## src/rtl/tconv_pkg.sv

```systemverilog
`default_nettype none
// ============================================================================
//  Module      : tconv_pkg
//  Description : Shared sequencer state encoding and default opcode.
//  Revision    : 1.0 - initial release
// ============================================================================
package tconv_pkg;

   // Sequencer states; 3 bits cover the five states
   typedef enum logic [2:0] {
      ST_IDLE  = 3'd0,
      ST_CLEAR = 3'd1,
      ST_LOAD  = 3'd2,
      ST_MAC   = 3'd3,
      ST_DONE  = 3'd4
   } state_t;

   // Instruction code that launches a computation unless overridden
   localparam logic [7:0] c_OPCODE_DEFAULT = 8'h03;

endpackage : tconv_pkg
`default_nettype wire

```

## src/rtl/wavefront_decode.sv

```systemverilog
`default_nettype none
// ============================================================================
//  Module      : wavefront_decode
//  Description : Per-PE wavefront strobe decode from state, phase counter,
//                active PE count and latched iteration count. Also reports
//                whether the current cycle must hold (stall or backpressure)
//                and which PE, if any, ejects its result.
//  Revision    : 1.0 - initial release
// ============================================================================
module wavefront_decode
   import tconv_pkg::*;
#(
   parameter int NUM_PE = 16,
   parameter int ITER_W = 9,
   parameter int P_W    = ITER_W + $clog2(NUM_PE) + 1,
   parameter int AP_W   = $clog2(NUM_PE)
) (
   input  state_t              state_i,
   input  logic [P_W-1:0]      p_i,
   input  logic [ITER_W-1:0]   n_i,
   input  logic [AP_W-1:0]     active_pe_i,
   input  logic                stall_i,
   input  logic                out_ready_i,
   output logic [NUM_PE-1:0]   en_weight_load_o,
   output logic [NUM_PE-1:0]   en_ifmap_load_o,
   output logic [NUM_PE-1:0]   en_psum_o,
   output logic [NUM_PE-1:0]   clear_psum_o,
   output logic [NUM_PE-1:0]   en_output_o,
   output logic [NUM_PE-1:0]   ifmap_sel_ctrl_o,
   output logic                hold_o,
   output logic                fire_o,
   output logic [AP_W-1:0]     fire_idx_o
);

   logic [P_W-1:0]    w_n_ext;
   logic [NUM_PE-1:0] w_act;   // PE i has entered the wavefront (i <= active_pe)
   logic [NUM_PE-1:0] w_live;  // PE i still has iterations left (p < i+N)
   logic [NUM_PE-1:0] w_due;   // PE i ejects its result this phase (p == i+N)
   logic              w_any_due;

   assign w_n_ext   = {{(P_W-ITER_W){1'b0}}, n_i};
   assign w_any_due = |w_due;

   generate
      for (genvar i = 0; i < NUM_PE; i++) begin : g_pe
         localparam logic [P_W-1:0] c_I = P_W'(i);
         if (i == 0) begin : g_act_first
            assign w_act[i] = 1'b1;
         end else begin : g_act_rest
            assign w_act[i] = (AP_W'(i) <= active_pe_i);
         end
         assign w_live[i] = w_act[i] && (p_i < (c_I + w_n_ext));
         assign w_due[i]  = (p_i == (c_I + w_n_ext));
      end
   endgenerate

   // Strobe decode per state; hold suppresses every load/compute/eject strobe
   always_comb begin
      en_weight_load_o = '0;
      en_ifmap_load_o  = '0;
      en_psum_o        = '0;
      clear_psum_o     = '0;
      en_output_o      = '0;
      ifmap_sel_ctrl_o = '0;
      hold_o           = 1'b0;
      fire_o           = 1'b0;
      fire_idx_o       = '0;
      for (int k = 0; k < NUM_PE; k++) begin
         if (w_due[k]) fire_idx_o = AP_W'(k);
      end
      case (state_i)
         ST_CLEAR: begin
            clear_psum_o = '1;
         end
         ST_LOAD: begin
            if (stall_i) begin
               hold_o = 1'b1;
            end else begin
               en_weight_load_o = w_live;
               en_ifmap_load_o  = w_live;
               ifmap_sel_ctrl_o = NUM_PE'(1);
            end
         end
         ST_MAC: begin
            // A due result that downstream cannot take freezes the whole array
            if (stall_i || (w_any_due && !out_ready_i)) begin
               hold_o = 1'b1;
            end else begin
               en_psum_o   = w_live;
               en_output_o = w_due;
               fire_o      = w_any_due;
            end
         end
         default: begin
         end
      endcase
   end

endmodule : wavefront_decode
`default_nettype wire

```

## src/rtl/wavefront_mac_sequencer.sv

```systemverilog
`default_nettype none
// ============================================================================
//  Module      : wavefront_mac_sequencer
//  Description : Drives a linear systolic array of NUM_PE MAC elements with a
//                diagonal wavefront: PE i starts one phase after PE i-1, runs
//                N iterations and ejects its partial sum at phase i+N.
//  Revision    : 1.0 - initial release
// ============================================================================
module wavefront_mac_sequencer
   import tconv_pkg::*;
#(
   parameter int         NUM_PE = 16,
   parameter int         ITER_W = 9,
   parameter logic [7:0] OPCODE = c_OPCODE_DEFAULT
) (
   input  logic                          clk,
   input  logic                          rst,
   input  logic                          start,
   input  logic [7:0]                    instr_code,
   input  logic [ITER_W-1:0]             num_iterations,
   input  logic                          stall,
   input  logic                          out_ready,
   output logic [NUM_PE-1:0]             en_weight_load,
   output logic [NUM_PE-1:0]             en_ifmap_load,
   output logic [NUM_PE-1:0]             en_psum,
   output logic [NUM_PE-1:0]             clear_psum,
   output logic [NUM_PE-1:0]             en_output,
   output logic [NUM_PE-1:0]             ifmap_sel_ctrl,
   output logic [$clog2(NUM_PE+1)-1:0]   done_idx,
   output logic [ITER_W-1:0]             iter_count,
   output logic                          busy,
   output logic                          done_pulse,
   output logic                          err_zero_iter
);

   // Phase counter reaches N+NUM_PE-1 at most; one spare bit rules out wrap
   localparam int c_P_W   = ITER_W + $clog2(NUM_PE) + 1;
   localparam int c_AP_W  = $clog2(NUM_PE);
   localparam int c_IDX_W = $clog2(NUM_PE+1);

   state_t              state_q, state_d;
   logic [c_P_W-1:0]    p_q, p_d;
   logic [c_AP_W-1:0]   active_pe_q, active_pe_d;
   logic [ITER_W-1:0]   n_q, n_d;
   logic [ITER_W-1:0]   iter_count_q, iter_count_d;
   logic [c_IDX_W-1:0]  done_idx_q, done_idx_d;
   logic                busy_q, busy_d;
   logic                done_pulse_q, done_pulse_d;
   logic                err_zero_q, err_zero_d;

   logic                w_hold;
   logic                w_fire;
   logic [c_AP_W-1:0]   w_fire_idx;
   logic                w_launch;
   logic [c_P_W-1:0]    w_p_last;

   assign w_launch = start && (instr_code == OPCODE);
   assign w_p_last = {{(c_P_W-ITER_W){1'b0}}, n_q} + c_P_W'(NUM_PE - 1);

   wavefront_decode #(
      .NUM_PE (NUM_PE),
      .ITER_W (ITER_W),
      .P_W    (c_P_W),
      .AP_W   (c_AP_W)
   ) u_decode (
      .state_i          (state_q),
      .p_i              (p_q),
      .n_i              (n_q),
      .active_pe_i      (active_pe_q),
      .stall_i          (stall),
      .out_ready_i      (out_ready),
      .en_weight_load_o (en_weight_load),
      .en_ifmap_load_o  (en_ifmap_load),
      .en_psum_o        (en_psum),
      .clear_psum_o     (clear_psum),
      .en_output_o      (en_output),
      .ifmap_sel_ctrl_o (ifmap_sel_ctrl),
      .hold_o           (w_hold),
      .fire_o           (w_fire),
      .fire_idx_o       (w_fire_idx)
   );

   // Next-state and register update decisions
   always_comb begin
      state_d      = state_q;
      p_d          = p_q;
      active_pe_d  = active_pe_q;
      n_d          = n_q;
      iter_count_d = iter_count_q;
      done_idx_d   = done_idx_q;
      done_pulse_d = 1'b0;
      err_zero_d   = 1'b0;
      case (state_q)
         ST_IDLE: begin
            if (w_launch) begin
               if (num_iterations != '0) begin
                  state_d      = ST_CLEAR;
                  n_d          = num_iterations;
                  p_d          = '0;
                  active_pe_d  = '0;
                  iter_count_d = '0;
                  done_idx_d   = '0;
               end else begin
                  err_zero_d   = 1'b1;
               end
            end
         end
         ST_CLEAR: begin
            state_d = ST_LOAD;
         end
         ST_LOAD: begin
            if (!w_hold) state_d = ST_MAC;
         end
         ST_MAC: begin
            if (!w_hold) begin
               p_d = p_q + 1'b1;
               if (iter_count_q != n_q) iter_count_d = iter_count_q + 1'b1;
               if (active_pe_q != c_AP_W'(NUM_PE - 1)) active_pe_d = active_pe_q + 1'b1;
               if (w_fire) done_idx_d = c_IDX_W'(w_fire_idx);
               if (p_q == w_p_last) begin
                  state_d      = ST_DONE;
                  done_pulse_d = 1'b1;
               end else begin
                  state_d      = ST_LOAD;
               end
            end
         end
         ST_DONE: begin
            done_idx_d = c_IDX_W'(NUM_PE);
            state_d    = ST_IDLE;
         end
         default: begin
            state_d = ST_IDLE;
         end
      endcase
      busy_d = (state_d != ST_IDLE);
   end

   // State and counter registers with synchronous reset
   always_ff @(posedge clk) begin
      if (rst) begin
         state_q      <= ST_IDLE;
         p_q          <= '0;
         active_pe_q  <= '0;
         n_q          <= '0;
         iter_count_q <= '0;
         done_idx_q   <= '0;
         busy_q       <= 1'b0;
         done_pulse_q <= 1'b0;
         err_zero_q   <= 1'b0;
      end else begin
         state_q      <= state_d;
         p_q          <= p_d;
         active_pe_q  <= active_pe_d;
         n_q          <= n_d;
         iter_count_q <= iter_count_d;
         done_idx_q   <= done_idx_d;
         busy_q       <= busy_d;
         done_pulse_q <= done_pulse_d;
         err_zero_q   <= err_zero_d;
      end
   end

   assign done_idx      = done_idx_q;
   assign iter_count    = iter_count_q;
   assign busy          = busy_q;
   assign done_pulse    = done_pulse_q;
   assign err_zero_iter = err_zero_q;

endmodule : wavefront_mac_sequencer
`default_nettype wire

```

## config.mk

```make
export PLATFORM = sky130hd
export DESIGN_NAME = wavefront_mac_sequencer
export DESIGN_NICKNAME = d
export VERILOG_FILES = /design/src/rtl/tconv_pkg.sv /design/src/rtl/wavefront_decode.sv /design/src/rtl/wavefront_mac_sequencer.sv
export SDC_FILE = /design/constraint.sdc
export NUM_CORES = 1
export LEC_CHECK = 0
export BUFFER_PORTS_ARGS = -buffer_cell sky130_fd_sc_hd__buf_4
export CAP_MARGIN = 10
export CORE_AREA = 2 2 120 122
export CTS_CLUSTER_DIAMETER = 80
export DETAILED_ROUTE_END_ITERATION = 8
export DIE_AREA = 0 0 122 124
export PLACE_DENSITY = 0.84
export RECOVER_POWER = 50
export SLEW_MARGIN = 20
export SYNTH_ARGS = -nofsm -noshare
export SYNTH_HDL_FRONTEND = slang
export SYNTH_SLANG_ARGS = --single-unit
```

## constraint.sdc

```tcl
create_clock -name clk -period 6.22 [get_ports clk]
set_input_delay 1.866 -clock clk [delete_from_list [all_inputs] [get_ports clk]]
set_output_delay 1.866 -clock clk [all_outputs]
set_load 0.005 [all_outputs]
```

==> run metrics <==
status=finished clean; wire length on met1=about 10000 um; # rows=between 40 and 50; Ant. Diodes=0; asr flop ratio synth=0; final hold slack=0.492 ns; fillers=around 1,200; pin count of the biggest net entering global routing=30; Detail Route Antenna Nets=0; drt initial violations=~830; first-pass GRT wire length=roughly 38,000 um; Synth Area per Inst=about 7.6 um^2; relative slew slack=0.205; fin crit period=between 6 and 7 ns; # Post-CTS Setup Buffers=0; initial antenna violation count=1; Clk network pwr share=0.468; Crit path required time=about 4.4 ns; Comb power frac=0.047; Root Buffer=clkbuf_16; io pins=roughly 140; worst-skew pair later-pin latency=~0.30 ns; GR Util All Layers=0.320; average wire per standard cell=approximately 20 um; commonest non-fill, non-tap cell in the layout=ha_1; leakage power=between 3 and 4 nW; Buffers on Ports=around 120; CTS Buf Count=5; Synth Cell Area=around 7400 um^2; CTS H-Tree Depth=2; Worst-path clk slew=approximately 0.070 ns; RSZ-0062 raised after global routing=no; clock tree from TritonCTS=yes; Layout area overhead=14.2%; die width=between 100 and 150 um; CORE AREA=approximately 14,000 um^2; CP Data Arrival Time=approximately 4.2 ns; share of cells above drive strength 1=0.158; GR Overflow Total=0; pwr/cell area=about 73 nW/um^2; kind of critical path=flip-flop to output port; final cell count without fillers=between 1,000 and 1,500; Die H=~120 um; vias in the first global route=between 7,000 and 8,000; switch share=0.246; Slew Viols, Final=0; fin crit share=0.974; top cells by area, synth=ha_1 24%, dfxtp_1 13%, xnor2_1 12%; detailed placement HPWL=about 19,000 um; FF+latch area=943 um^2; Cells after Synth=973; Yosys reg bits=47; cell total after placement=~1,200; Pwr Total=around 0.00062 W; met2 routed WL=~11,000 um; CTS Hold Bufs=0; RD Place Congestion=between 1 and 1.5; Net count, final=between 1,000 and 1,500; Ys Warns=0; net switching power=~0.00015 W; DRC=0; Seq/Total Area, Yosys=0.126; ys flop type=dfxtp_1; WHS Path Cells=1; maximum fanout along the worst path=29; Reg2Reg Depth=15; worst min-delay path category=flip-flop to flip-flop; Vias=roughly 7,700; vias per cell=between 6 and 7; post-route setup TNS=0 ns; Hold Vio Cnt, Final=0; worst vdd ir=between 0.1 and 0.15 mV; actual slew at the worst max-slew pin=approximately 1.2 ns; Detailed Routing Iterations Pass 1=5; # clock sinks=47; crit end category=output port; Fmax=between 0.15 and 0.2 GHz; Setup Viol. Count Final=0; initial core utilization=0.542; full die area=~15,000 um^2; internal power=around 0.00047 W; met3 wire len=2790 um; Flop pwr share=0.486; CP Launch Type=flip-flop; uppermost layer routed=met5; Netlist cell types=between 60 and 70; area share of the largest cell type after synthesis=0.244; number of flops mapped to enable cells by yosys=0; Multi-input gate area=about 5900 um^2; Worst Skew=~0.0066 ns; max-cap viol count=0; final WL=between 20,000 and 25,000 um; most frequent cells in the layout=145 x ha_1, 128 x nor2_1, 118 x buf_4, 102 x xnor2_1, 59 x nand2_1; CTS max path bufs=2; Layout Utilization=0.619; largest area contributor in the synthesized netlist=ha_1
-- worst max-delay path, stage by stage (launching register included) --
cell and delay (ns):
dfxtp_1 0.41, buf_4 0.22, ha_1 0.42, nand2_1 0.15, xnor2_1 0.38, ha_1 0.33, nand4_1 0.12, or4_1 0.28
nand4_1 0.24, o41ai_4 0.54, nand2_2 0.20, buf_12 0.23, nor3_1 0.20, buf_4 0.14
-- final timing paths --
check             slack, ns                        to                      from
setup / recovery       0.16               en_psum[10]       n_q[1]$_SDFFE_PP0P_
hold / removal         0.49  done_idx[2]$_SDFFE_PP0P_  done_idx[2]$_SDFFE_PP0P_
setup reg to reg       1.54       p_q[8]$_SDFFE_PP0P_       n_q[0]$_SDFFE_PP0P_
hold reg to reg        0.49  done_idx[2]$_SDFFE_PP0P_  done_idx[2]$_SDFFE_PP0P_
-- per-layer routing --
layer,global-route usage,vias to the layer above
li1,-,3554
met1,0.423,3532
met2,0.515,476
met3,0.0559,129
met4,0.136,4
met5,0,-
-- power by group through the flow --
stage | logic, W | clock network [W] | registers, W
floorplan | 0.0000206 | 0 | 0.000308
CTS | 0.0000286 | 0.000289 | 0.000301
finish | 0.0000289 | 0.000290 | 0.000301
global placement | 0.0000282 | 0 | 0.000308
global route | 0.0000315 | 0.000299 | 0.000301
detailed placement | 0.0000283 | 0 | 0.000308
-- per-stage QoR --
stage | setup slack, ns | area, um^2
after floorplan | 0.395 | 7490
after detailed placement | 0.398 | 8380
final | 0.163 | 8500
after CTS | 0.0470 | 8530
after global placement | 0.550 | 8380
after global routing | 0.0784 | 8500
-- repair_timing --
item | in CTS | in global routing
setup endpoints to repair | 0 | 24
resized for setup | 0 | 5
hold endpoints to repair | 0 | 0
-- flip-flops by register name (all words and copies together), names as in the netlist --
register,cells
p_q,14
iter_count,9
n_q,9
done_idx,5
active_pe_q,4
state_q,3
busy,1
done_pulse,1
err_zero_iter,1
-- cells in the mapped netlist, types with 4 or more instances --
library cell	n
a211oi_1	5
o21bai_1	4
nor4b_1	6
or4_1	17
nor2b_1	24
nand2b_1	9
o21ai_0	20
a22o_1	4
buf_4	46
nand2_1	60
ha_1	145
o211ai_1	13
xnor2_1	102
and3_1	4
a21oi_1	52
dfxtp_1	47
nor3b_1	6
nor3_1	22
nand4b_1	4
or3_1	7
nor2_1	128
nor4_1	14
buf_1	5
nand4_1	36
and2_1	4
a21o_1	32
xor2_1	8
inv_1	41
nand3_1	17
clkbuf_1	32
a21boi_0	6
mux2i_1	9
-- final cells by class --
| type | count | share of cell area |
|---|---|---|
| multi-input cells | 810 | 0.691 |
| well taps | 180 | 0.0265 |
| clock buffers | 5 | 0.0147 |
| inverters | 43 | 0.0190 |
| flip-flops and latches | 47 | 0.111 |
| clock inverters | 3 | 0.00324 |
| repair buffers | 154 | 0.134 |
-- kinds of logic after synthesis --
group | Yosys count | synth area share
and+or+nand+nor | 368 | 0.250
muxes | 9 | 0.0121
DFF | 47 | 0.126
xor gates and xnor gates | 110 | 0.130
adders and majority gates | 145 | 0.244
buffers and inverters | 130 | 0.0903
other | 1 | 0.000504
AOI/OAI and AO/OA | 163 | 0.147
Note: power is estimated with default switching activity, not from simulation.
